**src/rtl/vc_funnel_pkg.sv**
```systemverilog
// Shared definitions for the round-robin val/rdy funnel.
// Holds the helper that sizes the grant / source-ID field from the
// number of requesters so every file derives the same width.
package vc_funnel_pkg;

  // Width of an encoded index into n requesters. Never below 1 bit.
  function automatic int sel_nbits(input int n);
    return (n <= 2) ? 1 : $clog2(n);
  endfunction

endpackage

```
**src/rtl/vc_rr_funnel_if.sv**
```systemverilog
// Bundle of the funnel's handshake and message signals.
//   in_val  [p_ninputs]          per-input valid
//   in_rdy  [p_ninputs]          per-input ready (one-hot or zero)
//   in_msg  [p_ninputs*p_nbits]  flattened messages, input i at [i*p_nbits +: p_nbits]
//   out_val                      output register holds a message
//   out_rdy                      downstream ready
//   out_msg [p_nbits]            registered message
//   out_src [c_sel_nbits]        index of the input that supplied out_msg
// master: the environment (requesters + downstream consumer).
// slave : the funnel itself.
interface vc_rr_funnel_if #(
  parameter int p_nbits   = 32,
  parameter int p_ninputs = 4
);
  import vc_funnel_pkg::*;

  localparam int c_sel_nbits = sel_nbits(p_ninputs);

  logic [p_ninputs-1:0]         in_val;
  logic [p_ninputs-1:0]         in_rdy;
  logic [p_ninputs*p_nbits-1:0] in_msg;
  logic                         out_val;
  logic                         out_rdy;
  logic [p_nbits-1:0]           out_msg;
  logic [c_sel_nbits-1:0]       out_src;

  modport master (
    output in_val, in_msg, out_rdy,
    input  in_rdy, out_val, out_msg, out_src
  );

  modport slave (
    input  in_val, in_msg, out_rdy,
    output in_rdy, out_val, out_msg, out_src
  );

endinterface

```
**src/rtl/vc_rr_arb_enc.sv**
```systemverilog
// Round-robin arbiter with encoded grant.
// Owns the priority pointer: the search for a valid request starts at ptr
// and wraps. The pointer moves to grant+1 only when en says the grant was
// accepted, so a stalled requester keeps its priority.
//   clk      clock
//   reset    asynchronous active-low reset (ptr -> 0)
//   req      per-requester request
//   en       grant accepted this cycle
//   grant    encoded index of the winning requester
//   any_val  at least one request present
module vc_rr_arb_enc #(
  parameter int p_ninputs   = 4,
  parameter int c_sel_nbits = 2
) (
  input  logic                   clk,
  input  logic                   reset,
  input  logic [p_ninputs-1:0]   req,
  input  logic                   en,
  output logic [c_sel_nbits-1:0] grant,
  output logic                   any_val
);

  logic [c_sel_nbits-1:0] ptr_q;
  logic [c_sel_nbits-1:0] ptr_d;
  logic [c_sel_nbits-1:0] grant_hi;
  logic [c_sel_nbits-1:0] grant_lo;
  logic                   found_hi;

  assign any_val = |req;

  // Two candidates: lowest requester at or above ptr, and lowest overall.
  // The first one wins; otherwise the search has wrapped to the second.
  // Scanning downward lets the lowest index overwrite earlier hits.
  always_comb begin
    grant_hi = '0;
    grant_lo = '0;
    found_hi = 1'b0;
    for (int i = p_ninputs - 1; i >= 0; i--) begin
      if (req[i]) begin
        grant_lo = c_sel_nbits'(i);
        if (i >= int'(ptr_q)) begin
          grant_hi = c_sel_nbits'(i);
          found_hi = 1'b1;
        end
      end
    end
    grant = found_hi ? grant_hi : grant_lo;
  end

  // Explicit wrap keeps ptr inside 0..p_ninputs-1 for non-power-of-two N.
  always_comb begin
    ptr_d = ptr_q;
    if (en) begin
      if (grant == c_sel_nbits'(p_ninputs - 1)) ptr_d = '0;
      else                                      ptr_d = grant + 1'b1;
    end
  end

  always_ff @(posedge clk or negedge reset) begin
    if (!reset) ptr_q <= '0;
    else        ptr_q <= ptr_d;
  end

endmodule

```
**src/rtl/vc_rr_funnel.sv**
```systemverilog
// N-to-1 val/rdy funnel: a round-robin arbiter picks one valid input per
// cycle and its encoded grant selects the message loaded into a single
// registered output stage.
//   clk    clock, rising edge
//   reset  asynchronous active-low reset
//   bus    vc_rr_funnel_if.slave: in_val/in_rdy/in_msg, out_val/out_rdy/out_msg/out_src
// The output register can reload in the same cycle it drains, giving one
// message per cycle. in_rdy is combinational on in_val and out_rdy.
module vc_rr_funnel
  import vc_funnel_pkg::*;
#(
  parameter int p_nbits   = 32,
  parameter int p_ninputs = 4
) (
  input  logic           clk,
  input  logic           reset,
  vc_rr_funnel_if.slave  bus
);

  localparam int c_sel_nbits = sel_nbits(p_ninputs);

  logic                   go;
  logic                   en;
  logic                   any_val;
  logic [c_sel_nbits-1:0] grant;
  logic [p_nbits-1:0]     sel_msg;

  logic                   out_val_q;
  logic                   out_val_d;
  logic [p_nbits-1:0]     out_msg_q;
  logic [p_nbits-1:0]     out_msg_d;
  logic [c_sel_nbits-1:0] out_src_q;
  logic [c_sel_nbits-1:0] out_src_d;

  // Register is free if empty or being drained this cycle. Holding reset
  // low blocks acceptance so no input sees rdy while reset is asserted.
  assign go = !out_val_q || bus.out_rdy;
  assign en = reset && go && any_val;

  vc_rr_arb_enc #(
    .p_ninputs   (p_ninputs),
    .c_sel_nbits (c_sel_nbits)
  ) u_arb (
    .clk     (clk),
    .reset   (reset),
    .req     (bus.in_val),
    .en      (en),
    .grant   (grant),
    .any_val (any_val)
  );

  always_comb begin
    bus.in_rdy = '0;
    for (int i = 0; i < p_ninputs; i++) begin
      bus.in_rdy[i] = en && (grant == c_sel_nbits'(i));
    end
  end

  // Only the granted slice reaches sel_msg, so other inputs' data
  // (including X) never propagates.
  always_comb begin
    sel_msg = '0;
    for (int i = 0; i < p_ninputs; i++) begin
      if (grant == c_sel_nbits'(i)) sel_msg = bus.in_msg[i*p_nbits +: p_nbits];
    end
  end

  always_comb begin
    out_val_d = out_val_q;
    out_msg_d = out_msg_q;
    out_src_d = out_src_q;
    if (en) begin
      out_val_d = 1'b1;
      out_msg_d = sel_msg;
      out_src_d = grant;
    end else if (out_val_q && bus.out_rdy) begin
      out_val_d = 1'b0;
    end
  end

  always_ff @(posedge clk or negedge reset) begin
    if (!reset) begin
      out_val_q <= 1'b0;
      out_msg_q <= '0;
      out_src_q <= '0;
    end else begin
      out_val_q <= out_val_d;
      out_msg_q <= out_msg_d;
      out_src_q <= out_src_d;
    end
  end

  assign bus.out_val = out_val_q;
  assign bus.out_msg = out_msg_q;
  assign bus.out_src = out_src_q;

endmodule

```
**src/flat_wrapper.sv**
```systemverilog
// flat-port wrapper written by rule: the top's interface ports become plain ports
module vc_rr_funnel_flat import vc_funnel_pkg::*;
#(
  parameter int p_nbits   = 32,
  parameter int p_ninputs = 4
)
  (clk, reset, bus_in_val, bus_in_msg, bus_out_rdy, bus_in_rdy, bus_out_val, bus_out_msg, bus_out_src);
  vc_rr_funnel_if #(.p_nbits(p_nbits), .p_ninputs(p_ninputs)) bus_i ();
  input  logic clk;
  input  logic reset;
  input wire logic [$bits(bus_i.in_val)-1:0] bus_in_val;
  input wire logic [$bits(bus_i.in_msg)-1:0] bus_in_msg;
  input wire logic [$bits(bus_i.out_rdy)-1:0] bus_out_rdy;
  output wire logic [$bits(bus_i.in_rdy)-1:0] bus_in_rdy;
  output wire logic [$bits(bus_i.out_val)-1:0] bus_out_val;
  output wire logic [$bits(bus_i.out_msg)-1:0] bus_out_msg;
  output wire logic [$bits(bus_i.out_src)-1:0] bus_out_src;
  assign bus_i.in_val = bus_in_val;
  assign bus_i.in_msg = bus_in_msg;
  assign bus_i.out_rdy = bus_out_rdy;
  assign bus_in_rdy = bus_i.in_rdy;
  assign bus_out_val = bus_i.out_val;
  assign bus_out_msg = bus_i.out_msg;
  assign bus_out_src = bus_i.out_src;
  vc_rr_funnel #(.p_nbits(p_nbits), .p_ninputs(p_ninputs)) u_core (.clk(clk), .reset(reset), .bus(bus_i));
endmodule
```
**config.mk**
```make
export PLATFORM = sky130hd
export DESIGN_NAME = vc_rr_funnel_flat
export DESIGN_NICKNAME = d
export VERILOG_FILES = /design/src/rtl/vc_funnel_pkg.sv /design/src/rtl/vc_rr_funnel_if.sv /design/src/rtl/vc_rr_arb_enc.sv /design/src/rtl/vc_rr_funnel.sv /design/src/flat_wrapper.sv
export SDC_FILE = /design/constraint.sdc
export NUM_CORES = 1
export LEC_CHECK = 0
export BUFFER_PORTS_ARGS = -buffer_cell sky130_fd_sc_hd__buf_2
export CAP_MARGIN = 20
export CORE_UTILIZATION = 45
export CTS_BUF_LIST = sky130_fd_sc_hd__clkbuf_4 sky130_fd_sc_hd__clkbuf_8
export CTS_CLUSTER_SIZE = 14
export DETAILED_ROUTE_END_ITERATION = 12
export PLACE_DENSITY = 0.95
export SYNTH_ARGS = -nofsm -noshare
export SYNTH_HDL_FRONTEND = slang
export SYNTH_HIERARCHICAL = 1
export SYNTH_SLANG_ARGS = --single-unit
```
**constraint.sdc**
```tcl
create_clock -name clk -period 6.8 [get_ports clk]
set_clock_uncertainty 0.2 [all_clocks]
set_input_delay 0.68 -clock clk [delete_from_list [all_inputs] [get_ports clk]]
set_output_delay 0.68 -clock clk [all_outputs]
set_load 0.02 [all_outputs]
```
# Word-level counts from Yosys, hierarchy flattened
# Index checks and enable logic that the tools add are counted.
# W data, S select, Z words.
[word_totals]
out_inout_bits = 39
inputBits = 135
ff_bits = 37
[op_classes]
n_reduce_logical = 12
muxes = 25
eq_ne = 3
magnitude_cmp = 3
addsub = 1
[ops]
columns = ["cell", "count"]
rows = [
  ["$mux W32", 4],
  ["$mux W2", 12],
  ["$mux W1", 9],
  ["$logic_and A1 B1 Y1", 7],
  ["$eq A2 B2 Y1 const B", 2],
  ["$ge A1 B2 Y1 const A", 2],
  ["$reduce_or A4 Y1", 1],
  ["$add A2 B1 Y2 const B", 1],
  ["$eq A2 B1 Y1 const B", 1],
  ["$ge A2 B2 Y1 const A", 1],
  ["$logic_not A2 Y1", 1],
  ["$reduce_bool A2 Y1", 1],
  ["$logic_not A1 Y1", 1],
  ["$logic_or A1 B1 Y1", 1],
]

# Depth between registers and ports, before layout
[depth]
ltp_word = 13
depth_mapped = 7

# By module
# Netlist, hierarchy kept.
[modules_own_cells]
columns = ["module", "cells_per_inst", "n_inst", "area_per_inst_um2", "seq_area_each_um2"]
rows = [
  ["vc_rr_funnel", 121, 1, 2235.9, 875.8],
  ["vc_rr_arb_enc", 19, 1, 165.2, 50.0],
]

# Worst setup path before layout
# Ideal clock, no wire load.
[synth_timing]
kind = "in2out"
start = "input port bus_in_val[0]"
end = "output port bus_in_rdy[2]"
arrival_ns = 2.138
path_slack_ns = 3.782
cell_stages = 6
n_path_buf = 2
cell_sequence = "nand2b_1 -> nor2_1 -> a211oi_1 -> buf_2 -> buf_1 -> nor3b_1"
[synth_via]
elab_chain_len = 4
[synth_lines]
columns = ["item", "line_no", "rtl"]
rows = [
  ["start, declared", "flat_wrapper.sv:11", "input wire logic [$bits(bus_i.in_val)-1:0] bus_in_val;"],
  ["$mux W2 / $mux W1 (equally long branches)", "vc_rr_arb_enc.sv:39", "if (req[i]) begin"],
  ["$mux W2 *", "vc_rr_arb_enc.sv:47", "grant = found_hi ? grant_hi : grant_lo;"],
  ["named net u_core.grant[1]", "vc_rr_funnel.sv:25", "logic [c_sel_nbits-1:0] grant;"],
  ["$eq A2 B2 Y1 *", "vc_rr_funnel.sv:55", "bus.in_rdy[i] = en && (grant == c_sel_nbits'(i));"],
  ["$logic_and A1 B1 Y1 *", "vc_rr_funnel.sv:55", ""],
  ["end, declared", "flat_wrapper.sv:14", "output wire logic [$bits(bus_i.in_rdy)-1:0] bus_in_rdy;"],
]
# The timed path passes the listed nets; every way through them passes the cells marked *.

# Worst setup path after layout
[layout_timing]
start = "input port reset"
end = "output port bus_in_rdy[3]"
[layout_via]
elab_chain_len = 3
[layout_lines]
columns = ["item", "line_no", "rtl"]
rows = [
  ["start, declared", "flat_wrapper.sv:10", "input logic reset;"],
  ["$logic_and A1 B1 Y1 (2 in series)", "vc_rr_funnel.sv:38", "assign en = reset && go && any_val;"],
  ["$logic_and A1 B1 Y1", "vc_rr_funnel.sv:55", ""],
]
# Every way passes these cells.

==> results.ini <==
[status]
status = complete, no violations

[route]
drt_iter0_markers = 42
drc = 0
drt_wl_total_um = 6050
drtPass1Iterations = 4
wl_per_cell_um = 15.8
dr_total_vias = 2034
viasPerCell = 5.31
drtAntennaViolNets = 0

[final_layout]
final_core_util_pct = 66.4
nFillCells = 410
drive_gt1_share_pct = 78.9
final_cells = 383
diodes = 0
final_nets = 449
syn_to_final_growth_pct = 41.3

[floorplan]
core_area_um2 = 5110
start_util_pct = 47.0
pin_count = 174
dieArea_um2 = 5630
die_width_um = 75.0
die_h_um = 75.0
num_rows = 26

[synthesis]
post_synth.cell_area_avg_um2 = 17.2
synth_seq_cells = 37
ys_warn_count = 6
ys_types = 28
synth_area_leaders = dfrtp_1 (39%), mux4_2 (23%), mux2_4 (13%)
synthesis.area_um2 = 2400
syn-instance-count = 140
yosysTopAreaCellShare_pct = 38.6
syn_nets = 276
yosysSeqAreaShare_pct = 38.6
synth_area_leader_cell = dfrtp_1

[place]
dpl.cell_count = 376
gp_congestion = 0.812
dp_hpwl_um = 4690
numPortBuffers = 173

[clock_tree]
clock_latency_ps = 280
cts.sinks = 37
post-cts-setup-buffers = 0
cts_tree = done
cts_inserted_buffers = 5
cts_resized = 0
clk_pin_slew_ps = 60
clock_path_buffers = 2
root_buffer = clkbuf_8
htreeDepth = 2
holdBufCountCts = 0

[sta]
period_share_pct = 52.8
rsz0062_at_grt = false
hold_viol_final = 0
fin_crit_ps = 3590
relSlewSlack_pct = 39.1
worst_pin_slew_ps = 912
setup_viol = 0
final-max-slew-violation-count = 0
setup_tns_ps = 0
fmax_mhz = 279

[worst_setup_path]
crit_chain = buf_2 > buf_4 > nand3_1 > inv_2 > and3_1 > buf_2
critPathSlowestCell = inv_2
cpPeakStageDelay_ps = 770
crit_buf_inv = 4
cp.required_ps = 5920
crit_top_cell = buf_2
start_kind = primary input
critPathArrivalTime_ps = 2710
crit_path_end_kind = primary output
criticalPathCategory = in -> out
critPathTopFamily = buffers and inverters
cp_max_fo = 39

[flow_run]
drv_cap = 0

[grt]
track_usage_pct = 20.5
antenna_found_initial = 0
grt_first_pass_wirelength_um = 8480
grt_pass1_vias = 1915
grt.overflow.total = 0
grt_max_degree = 40

[power_and_ir_drop]
p_per_area_nw_per_um2 = 381
leakage_uw = 0.00169
vdd_drop_max_mv = 0.208

[min_path]
hold_path.class = in -> async

==> synth_stat cells <==
cell type,instances
buf_2,2
buf_1,1
o22ai_1,1
clkbuf_1,1
nor2_1,1
nand2b_1,4
a211oi_1,1
and3_1,1
mux4_2,25
mux2_4,20
inv_1,1
buf_6,1
or4_1,1
nor3_1,1
a21oi_1,3
dfrtp_1,37
o21ai_0,1
nand3_1,2
nor3b_1,2
buf_12,2
buf_8,1
inv_2,1
mux2_2,15
nand2_1,3
ha_1,1
mux4_1,7
buf_4,3
a311oi_2,1
==> logic make-up after synthesis <==
family                     count (synthesis)  synth area share [%]
muxes                                     67                  50.7
AOI/OAI and AO/OA                          7                  2.03
and+or+nand+nor                           15                  3.49
adders and majority gates                  1                 0.521
buffers and inverters                     13                  4.74
DFF                                       37                  38.6
==> placed cells by master (no fill, tap or decap), drive strengths merged <==
cell,n
a211oi,1
a21oi,3
a311oi,1
and3,1
buf,177
clkbuf,7
dfrtp,37
ha,1
inv,2
mux2,35
mux4,32
nand2,3
nand2b,4
nand3,2
nor2,1
nor3,1
nor3b,2
o21ai,1
o22ai,1
or4,1
==> routing by layer <==
layer  track usage [%]  routed length (um)
met1              21.2                2190
met2              40.6                3360
met3              4.95                 425
met4              5.66                  76
met5                 0                   0
==> sequential cells by signal, summed over array words and instances, names as in the netlist <==
signal	count
u_core/bus.out_val	1
u_core/bus.out_src	2
u_core/bus.out_msg	32
u_core/u_arb/ptr_q	2
==> final timing paths <==
path	startpoint	end	slack (ps)	cells after the start
worst min-delay path	reset	u_core/bus.out_msg[3]	260	2
min in group clk	u_core/bus.out_val	u_core/bus.out_val	310	2
worst max register to register	u_core/u_arb/ptr_q[1]	u_core/bus.out_msg[23]	3880	5
max in group asynchronous	reset	u_core/bus.out_msg[16]	5810	2
worst max-delay path	reset	bus_in_rdy[3]	3210	6
worst min register to register	u_core/bus.out_val	u_core/bus.out_val	310	2
==> stage by stage <==
step           hold slack [ps]  area, um^2  power [uW]  setup WS (ps)
2_1_floorplan              184        2400         943           3780
6_report                   257        3390        1290           3210
3_3_place_gp               289        3300        1120           3290
4_1_cts                    260        3390        1310           3170
3_5_place_dp               286        3300        1150           3160
5_1_grt                    289        3390        1370           3000
==> final cells by class <==
class                           instances  area (um^2)  share of cell area, %
Sequential cell                        37          926                   27.3
Multi-Input combinational cell         90         1390                   40.8
Timing Repair Buffer                  177          896                   26.4
Tap cell                               70         87.6                   2.58
Clock buffer                            7         90.1                   2.66
Inverter                                2         7.51                  0.221
==> where the power goes <==
| group | switching [uW] | internal, uW |
|---|---|---|
| clock | 70.2 | 84.4 |
| sequential | 64.5 | 330 |
| combinational | 361 | 384 |
Power figures use the tool's default switching activity.
